## src/rtl/enet_nios_rx_pkg.sv

```systemverilog
// Shared types and constants for the enet_nios MII receive path.
// Latency: n/a (declarations only).
// Backpressure: n/a.
package enet_nios_rx_pkg;

    typedef enum logic [2:0] {
        ST_IDLE,
        ST_PREAMBLE,
        ST_LOW_NIB,
        ST_HIGH_NIB,
        ST_DROP
    } rx_state_e;

    localparam logic [3:0] NIB_PREAMBLE = 4'h5;
    localparam logic [3:0] NIB_SFD      = 4'hD;

    // FIFO entry layout: {eof, err, byte[7:0]}
    localparam int EOF_BIT = 9;
    localparam int ERR_BIT = 8;
    localparam int ENTRY_W = 10;

endpackage

```

## src/rtl/enet_nios_mii_rx_assembler_if.sv

```systemverilog
// Bundles the MII nibble inputs, FIFO read port and status of the rx assembler.
// Latency: n/a (wiring only).
// Backpressure: consumer pops with rd_en while rd_valid; the MII side has none.
// slave  : assembler view (MII and rd_en/clr_ovf in; rd_data/rd_valid/overflow/frame_cnt out)
// master : driver/consumer view (mirror image)
interface enet_nios_mii_rx_assembler_if;
    import enet_nios_rx_pkg::*;

    logic               nib_en;
    logic               mii_rx_dv;
    logic [3:0]         mii_rxd;
    logic               mii_rx_er;
    logic               rd_en;
    logic [ENTRY_W-1:0] rd_data;
    logic               rd_valid;
    logic               clr_ovf;
    logic               overflow;
    logic [7:0]         frame_cnt;

    modport slave (
        input  nib_en, mii_rx_dv, mii_rxd, mii_rx_er, rd_en, clr_ovf,
        output rd_data, rd_valid, overflow, frame_cnt
    );

    modport master (
        output nib_en, mii_rx_dv, mii_rxd, mii_rx_er, rd_en, clr_ovf,
        input  rd_data, rd_valid, overflow, frame_cnt
    );

endinterface

```

## src/rtl/enet_nios_rx_fifo.sv

```systemverilog
// Synchronous show-ahead FIFO holding assembled receive entries.
// Latency: push at N visible at pop_data at N+1; pop_data is the head with no read latency.
// Backpressure: push ignored when full unless a pop happens in the same cycle.
// Ports: clk, reset_n (sync, active-low), push/push_data, pop/pop_data, empty, full.
module enet_nios_rx_fifo #(
    parameter int DEPTH  = 16,
    parameter int ADDR_W = $clog2(DEPTH),
    parameter int W      = 10
) (
    input  logic         clk,
    input  logic         reset_n,
    input  logic         push,
    input  logic [W-1:0] push_data,
    input  logic         pop,
    output logic [W-1:0] pop_data,
    output logic         empty,
    output logic         full
);

    logic [W-1:0]      mem [DEPTH];
    logic [ADDR_W-1:0] wr_ptr;
    logic [ADDR_W-1:0] rd_ptr;
    logic [ADDR_W:0]   count;
    logic              do_push;
    logic              do_pop;

    assign empty    = (count == '0);
    assign full     = (count == (ADDR_W+1)'(DEPTH));
    assign do_pop   = pop && !empty;
    // A pop in the same cycle frees the slot the push is about to use.
    assign do_push  = push && (!full || do_pop);
    // Drive zero rather than stale storage while empty.
    assign pop_data = empty ? '0 : mem[rd_ptr];

    always_ff @(posedge clk) begin
        if (do_push) begin
            mem[wr_ptr] <= push_data;
        end
    end

    always_ff @(posedge clk) begin
        if (!reset_n) begin
            wr_ptr <= '0;
            rd_ptr <= '0;
            count  <= '0;
        end else begin
            if (do_push) wr_ptr <= wr_ptr + 1'b1;
            if (do_pop)  rd_ptr <= rd_ptr + 1'b1;
            case ({do_push, do_pop})
                2'b10:   count <= count + 1'b1;
                2'b01:   count <= count - 1'b1;
                default: count <= count;
            endcase
        end
    end

endmodule

```

## src/rtl/enet_nios_mii_rx_assembler.sv

```systemverilog
// MII receive front end: strips preamble/SFD, packs nibbles into bytes, tags eof/err, buffers them.
// Latency: byte k readable one cycle after byte k+1 completes; last byte one cycle after dv drops.
// Backpressure: none toward MII; a refused push drops the byte, sets sticky overflow, drops the frame.
// Ports: clk, reset_n (sync, active-low), rx (slave modport: MII in, FIFO read port, status out).
module enet_nios_mii_rx_assembler
    import enet_nios_rx_pkg::*;
#(
    parameter int FIFO_DEPTH = 16,
    parameter int ADDR_W     = $clog2(FIFO_DEPTH)
) (
    input  logic                         clk,
    input  logic                         reset_n,
    enet_nios_mii_rx_assembler_if.slave  rx
);

    rx_state_e          state;
    logic [7:0]         hold;
    logic               hold_valid;
    logic [3:0]         low_nib;
    logic               err_acc;
    logic               overflow_q;
    logic [7:0]         frame_cnt_q;

    logic               push_req;
    logic               push_ok;
    logic               refused;
    logic [ENTRY_W-1:0] push_dat;
    logic               fifo_empty;
    logic               fifo_full;

    // The held byte goes out when the next byte completes (eof=0) or when the
    // frame ends (eof=1). Ending on a high nibble means a dribble nibble: err.
    always_comb begin
        push_req = 1'b0;
        push_dat = '0;
        if (rx.nib_en && hold_valid) begin
            case (state)
                ST_LOW_NIB: begin
                    if (!rx.mii_rx_dv) begin
                        push_req          = 1'b1;
                        push_dat[7:0]     = hold;
                        push_dat[EOF_BIT] = 1'b1;
                        push_dat[ERR_BIT] = err_acc;
                    end
                end
                ST_HIGH_NIB: begin
                    push_req          = 1'b1;
                    push_dat[7:0]     = hold;
                    push_dat[EOF_BIT] = !rx.mii_rx_dv;
                    push_dat[ERR_BIT] = err_acc || !rx.mii_rx_dv;
                end
                default: ;
            endcase
        end
    end

    assign push_ok = push_req && (!fifo_full || (rx.rd_en && rx.rd_valid));
    assign refused = push_req && !push_ok;

    always_ff @(posedge clk) begin
        if (!reset_n) begin
            state       <= ST_IDLE;
            hold        <= '0;
            hold_valid  <= 1'b0;
            low_nib     <= '0;
            err_acc     <= 1'b0;
            overflow_q  <= 1'b0;
            frame_cnt_q <= '0;
        end else begin
            // Set wins over clear so a refusal is never lost.
            if (refused)          overflow_q <= 1'b1;
            else if (rx.clr_ovf)  overflow_q <= 1'b0;

            if (push_ok && push_dat[EOF_BIT]) frame_cnt_q <= frame_cnt_q + 8'd1;

            if (rx.nib_en) begin
                case (state)
                    ST_IDLE: begin
                        if (rx.mii_rx_dv)
                            state <= (rx.mii_rxd == NIB_PREAMBLE) ? ST_PREAMBLE : ST_DROP;
                    end
                    ST_PREAMBLE: begin
                        if (!rx.mii_rx_dv) begin
                            state <= ST_IDLE;
                        end else if (rx.mii_rxd == NIB_SFD) begin
                            state   <= ST_LOW_NIB;
                            err_acc <= 1'b0;
                        end else if (rx.mii_rxd != NIB_PREAMBLE) begin
                            state <= ST_DROP;
                        end
                    end
                    ST_LOW_NIB: begin
                        err_acc <= err_acc | rx.mii_rx_er;
                        if (rx.mii_rx_dv) begin
                            low_nib <= rx.mii_rxd;
                            state   <= ST_HIGH_NIB;
                        end else begin
                            hold_valid <= 1'b0;
                            state      <= ST_IDLE;
                        end
                    end
                    ST_HIGH_NIB: begin
                        err_acc <= err_acc | rx.mii_rx_er;
                        if (rx.mii_rx_dv) begin
                            hold       <= {rx.mii_rxd, low_nib};
                            hold_valid <= 1'b1;
                            state      <= ST_LOW_NIB;
                        end else begin
                            hold_valid <= 1'b0;
                            state      <= ST_IDLE;
                        end
                    end
                    ST_DROP: begin
                        if (!rx.mii_rx_dv) state <= ST_IDLE;
                    end
                    default: state <= ST_IDLE;
                endcase

                // A refused push truncates the frame; later assignments win.
                if (refused) begin
                    hold_valid <= 1'b0;
                    state      <= ST_DROP;
                end
            end
        end
    end

    enet_nios_rx_fifo #(
        .DEPTH  (FIFO_DEPTH),
        .ADDR_W (ADDR_W),
        .W      (ENTRY_W)
    ) u_fifo (
        .clk       (clk),
        .reset_n   (reset_n),
        .push      (push_ok),
        .push_data (push_dat),
        .pop       (rx.rd_en),
        .pop_data  (rx.rd_data),
        .empty     (fifo_empty),
        .full      (fifo_full)
    );

    assign rx.rd_valid  = !fifo_empty;
    assign rx.overflow  = overflow_q;
    assign rx.frame_cnt = frame_cnt_q;

endmodule

```

## src/flat_wrapper.sv

```systemverilog
// flat-port wrapper written by rule: the top's interface ports become plain ports
module enet_nios_mii_rx_assembler_flat import enet_nios_rx_pkg::*;
#(
    parameter int FIFO_DEPTH = 16,
    parameter int ADDR_W     = $clog2(FIFO_DEPTH)
)
  (clk, reset_n, rx_nib_en, rx_mii_rx_dv, rx_mii_rxd, rx_mii_rx_er, rx_rd_en, rx_clr_ovf, rx_rd_data, rx_rd_valid, rx_overflow, rx_frame_cnt);
  enet_nios_mii_rx_assembler_if rx_i ();
  input  logic clk;
  input  logic reset_n;
  input wire logic [$bits(rx_i.nib_en)-1:0] rx_nib_en;
  input wire logic [$bits(rx_i.mii_rx_dv)-1:0] rx_mii_rx_dv;
  input wire logic [$bits(rx_i.mii_rxd)-1:0] rx_mii_rxd;
  input wire logic [$bits(rx_i.mii_rx_er)-1:0] rx_mii_rx_er;
  input wire logic [$bits(rx_i.rd_en)-1:0] rx_rd_en;
  input wire logic [$bits(rx_i.clr_ovf)-1:0] rx_clr_ovf;
  output wire logic [$bits(rx_i.rd_data)-1:0] rx_rd_data;
  output wire logic [$bits(rx_i.rd_valid)-1:0] rx_rd_valid;
  output wire logic [$bits(rx_i.overflow)-1:0] rx_overflow;
  output wire logic [$bits(rx_i.frame_cnt)-1:0] rx_frame_cnt;
  assign rx_i.nib_en = rx_nib_en;
  assign rx_i.mii_rx_dv = rx_mii_rx_dv;
  assign rx_i.mii_rxd = rx_mii_rxd;
  assign rx_i.mii_rx_er = rx_mii_rx_er;
  assign rx_i.rd_en = rx_rd_en;
  assign rx_i.clr_ovf = rx_clr_ovf;
  assign rx_rd_data = rx_i.rd_data;
  assign rx_rd_valid = rx_i.rd_valid;
  assign rx_overflow = rx_i.overflow;
  assign rx_frame_cnt = rx_i.frame_cnt;
  enet_nios_mii_rx_assembler #(.FIFO_DEPTH(FIFO_DEPTH), .ADDR_W(ADDR_W)) u_core (.clk(clk), .reset_n(reset_n), .rx(rx_i));
endmodule
```

## config.mk

```make
export PLATFORM = sky130hd
export DESIGN_NAME = enet_nios_mii_rx_assembler_flat
export DESIGN_NICKNAME = d
export VERILOG_FILES = /design/src/rtl/enet_nios_rx_pkg.sv /design/src/rtl/enet_nios_mii_rx_assembler_if.sv /design/src/rtl/enet_nios_rx_fifo.sv /design/src/rtl/enet_nios_mii_rx_assembler.sv /design/src/flat_wrapper.sv
export SDC_FILE = /design/constraint.sdc
export NUM_CORES = 1
export LEC_CHECK = 0
export ABC_AREA = 0
export CORE_AREA = 8 8 124 126
export DETAILED_ROUTE_END_ITERATION = 10
export DIE_AREA = 0 0 132 134
export PLACE_DENSITY = 0.84
export SLEW_MARGIN = 20
export SYNTH_ARGS = -nofsm -noshare
export SYNTH_HDL_FRONTEND = slang
export SYNTH_HIERARCHICAL = 1
export SYNTH_SLANG_ARGS = --single-unit
export TNS_END_PERCENT = 100
```

## constraint.sdc

```tcl
create_clock -name clk -period 7.36 [get_ports clk]
set_input_delay 2.208 -clock clk [delete_from_list [all_inputs] [get_ports clk]]
set_output_delay 2.208 -clock clk [all_outputs]
set_load 0.02 [all_outputs]
```

==> summary.md <==
| Metric | Value |
|---|---|
| Post-cts repair resize count | `0` |
| Worst-path clk slew | `60 ps` |
| H-tree Lvls | `1` |
| Power per cell area | `approximately 230 nW/um^2` |
| Area leader, netlist | `edfxtp_1` |
| Total grt overflow | `0` |
| Max Clk Rate | `177 MHz` |
| Post-synth top area share | `around 56%` |
| Number of global-route vias before repair | `4974` |
| Required @ worst endpoint | `around 5200 ps` |
| Fin util | `between 70 and 80%` |
| Later-pin clock latency in the skew report | `a little under 500 ps` |
| Row cnt | `43` |
| Vias | `4733` |
| Top_reg_cell synth | `edfxtp_1` |
| Max Slew Vio Count | `0` |
| Hold Crit Class | `reg2reg` |
| Worst hold path cell count | `2` |
| Measured slew at the worst slew-check pin | `roughly 1100 ps` |
| Flop pwr share | `about 54%` |
| Initial Util | `between 60% and 70%` |
| Commonest non-fill, non-tap cell in the layout | `edfxtp_1` |
| Post-DP HPWL | `10700 um` |
| Die Span X | `between 100 and 150 um` |
| CTS buffer count | `20` |
| Die area | `17700 um^2` |
| Fin cells | `753` |
| Internal power | `0.00182 W` |
| Core area | `roughly 14000 um^2` |
| Sw Share | `a little under a fifth` |
| Skew final | `9.29 ps` |
| Syn Area/Cell | `between 15 and 20 um^2` |
| Initial antenna violation count | `0` |
| DRC violations left | `0` |
| Worst path most repeated cell | `a211oi_1` |
| Drt wl/cell | `approximately 24 um` |
| Min-Delay Startpoint | `u_core/err_acc$_SDFFE_PN0P_` |
| DP Cell Count | `718` |
| Worst r2r src | `u_core/u_fifo/count[0]$_SDFFE_PN0P_` |
| Clock Sinks | `a little over 200` |
| Largest net degree at the start of global routing | `57` |
| Delay of the slowest critical-path stage | `between 800 and 900 ps` |
| NetSw | `~0.00043 W` |
| RePlAce Congestion | `0.829` |
| Post-route setup slack | `around 1700 ps` |
| Dpl ws | `1860 ps` |
| Run status | `finished, final reports clean` |
| Synth Instances | `approximately 530` |
| Die Y | `~130 um` |
| Worst Setup End Kind | `primary output` |
| Final WL | `around 18000 um` |
| CP max stage cell | `dfxtp_2` |
| Worst IR Drop VDD | `between 0.1 and 0.15 mV` |
| Top post-synthesis cells by area | `edfxtp_1, mux4_2, dfxtp_1` |
| RSZ-0062 raised after global routing | `false` |
| Leak Pwr | `2.83 nW` |
| CTS tree | `yes` |
| Area grow syn2layout | `13.2%` |
| First-pass GRT wire length | `27600 um` |
| Clock power frac | `between 40 and 50%` |
| Tcrit/Tclk final | `around three quarters` |
| Final-report setup violation count | `0` |
| DR iter-0 viols | `520` |
| Most frequent cells in the layout | `edfxtp_1, dfxtp_1, mux4_2, mux2i_1, clkdlybuf4s50_1` |
| Number of diodes | `0` |
| Final hold viol count | `0` |
| Post-route ant nets | `0` |
| Critical Path Start Type | `flip-flop` |
| CTS root buffer | `clkbuf_16` |
| Bufs on Longest Clock Path | `3` |
| Final TNS setup | `0 ps` |
| Flop and latch count out of synthesis | `between 200 and 250` |
| Asr flop ratio synth | `0%` |
| Hold bufs inserted after CTS | `0` |
| Post-CTS setup buffer count | `0` |
| Max-cap violations | `0` |
| R2R cell count | `12` |
| Sequential area share after synthesis | `around two thirds` |
| Final-stage net count | `581` |
| Tot Pwr | `0.00225 W` |
| Worst Path Max Fanout | `29` |
| Post-synth EDFFs | `160` |
| Ys Warns | `6` |
| Crit-path cells | `buf_4, mux4_2, nor2b_1, a211oi_1, a211oi_1, clkdlybuf4s50_1` |
| Comb power frac | `less than 1%` |
| IO buf count | `30` |
| Total Routing Usage GR | `approximately a fifth` |
| Layout cells sized above 1 | `about 16%` |
| Slew headroom | `28.5%` |
| Crit Path Category | `reg2out` |
| Worst Path Arrival | `3450 ps` |
| I/O pin total | `31` |
| Final min period | `approximately 5700 ps` |
| Synthesized net count | `about 550` |
| TritonRoute pass-1 iters | `5` |
| Post-synthesis cell type count | `50` |
| Synthesized area | `8520 um^2` |
| Vias/cell | `between 6 and 7` |
power by group through the flow:
stage,Sequential (W),Clock (W),Combinational [W]
after global routing,0.00122,0.00107,0.0000227
after CTS,0.00122,0.00102,0.0000207
after floorplan,0.00124,0,0.0000113
final,0.00122,0.00101,0.0000208
after global placement,0.00125,0,0.0000197
after detailed placement,0.00125,0,0.0000205
stage by stage:
stage               hold slack (ps)  area [um^2]
finish                          504         9650
detailed placement              496         8950
CTS                             508         9610
global route                    532         9650
global placement                482         8950
floorplan                       452         8520
critical path: cells and delay by family (launching register included):
kind | cells | cell delay, ps
mux | 1 | 550
simple gates | 1 | 150
compound gates | 2 | 390
buf+inv | 2 | 990
flops | 1 | 890
final timing paths:
kind                                              end  slack, ps
setup / recovery                        rx_rd_data[5]       1700
hold / removal            u_core/err_acc$_SDFFE_PN0P_        500
setup reg to reg  u_core/u_fifo/count[4]$_SDFFE_PN0P_       2920
hold reg to reg           u_core/err_acc$_SDFFE_PN0P_        500
routing by layer:
| metal | up-vias | GRT usage [%] | part of all wire (%) |
|---|---|---|---|
| met5 | - | 0 | 0 |
| met3 | 34 | 3.48 | 6.7 |
| met2 | 197 | 35.4 | 51 |
| met1 | 2389 | 24.6 | 39 |
| met4 | 0 | 8.36 | 2.8 |
| li1 | 2113 | - | - |
cell usage after synthesis (7+ instances only):
master	instances
a211oi_1	21
nor2b_1	28
nand2_1	18
ha_1	9
edfxtp_1	160
o21a_1	7
mux4_2	40
inv_1	15
dfxtp_1	43
nand4_1	7
nand2b_1	10
nor2_1	20
a21oi_1	7
mux2i_1	32
clkbuf_1	15
and2_1	23
o21ai_0	8
logic make-up (layout without fill, tap and decap cells):
family | count (synthesis) | after routing | share of synthesized area, %
flip-flops | 203 | 203 | 66.5
AND/OR/NAND/NOR | 137 | 137 | 9.25
multiplexers | 72 | 72 | 14.3
AO/OA/AOI/OAI | 62 | 62 | 5.48
buffers and inverters | 45 | 85 | 2.48
adder cells (fa/ha/maj) | 10 | 10 | 1.56
XOR/XNOR | 4 | 4 | 0.411
sequential cells by signal, summed over array words and instances, names as in the netlist, 3 cells and up, named ones only:
register	cells
u_core/hold	8
u_core/low_nib	4
u_core/rx.frame_cnt	8
u_core/state	3
u_core/u_fifo/count	5
u_core/u_fifo/mem	160
u_core/u_fifo/rd_ptr	4
u_core/u_fifo/wr_ptr	4
cell type report:
cell class              instances  area [um^2]
repair buffers                 34          330
clock buffers                  23          533
well taps                     180          225
fillers                       812         3860
multi-input cells             285         2710
flip-flops and latches        203         5670
inverters                      16         60.1
clock inverters                12          121
(Power assumes the default switching activity.)
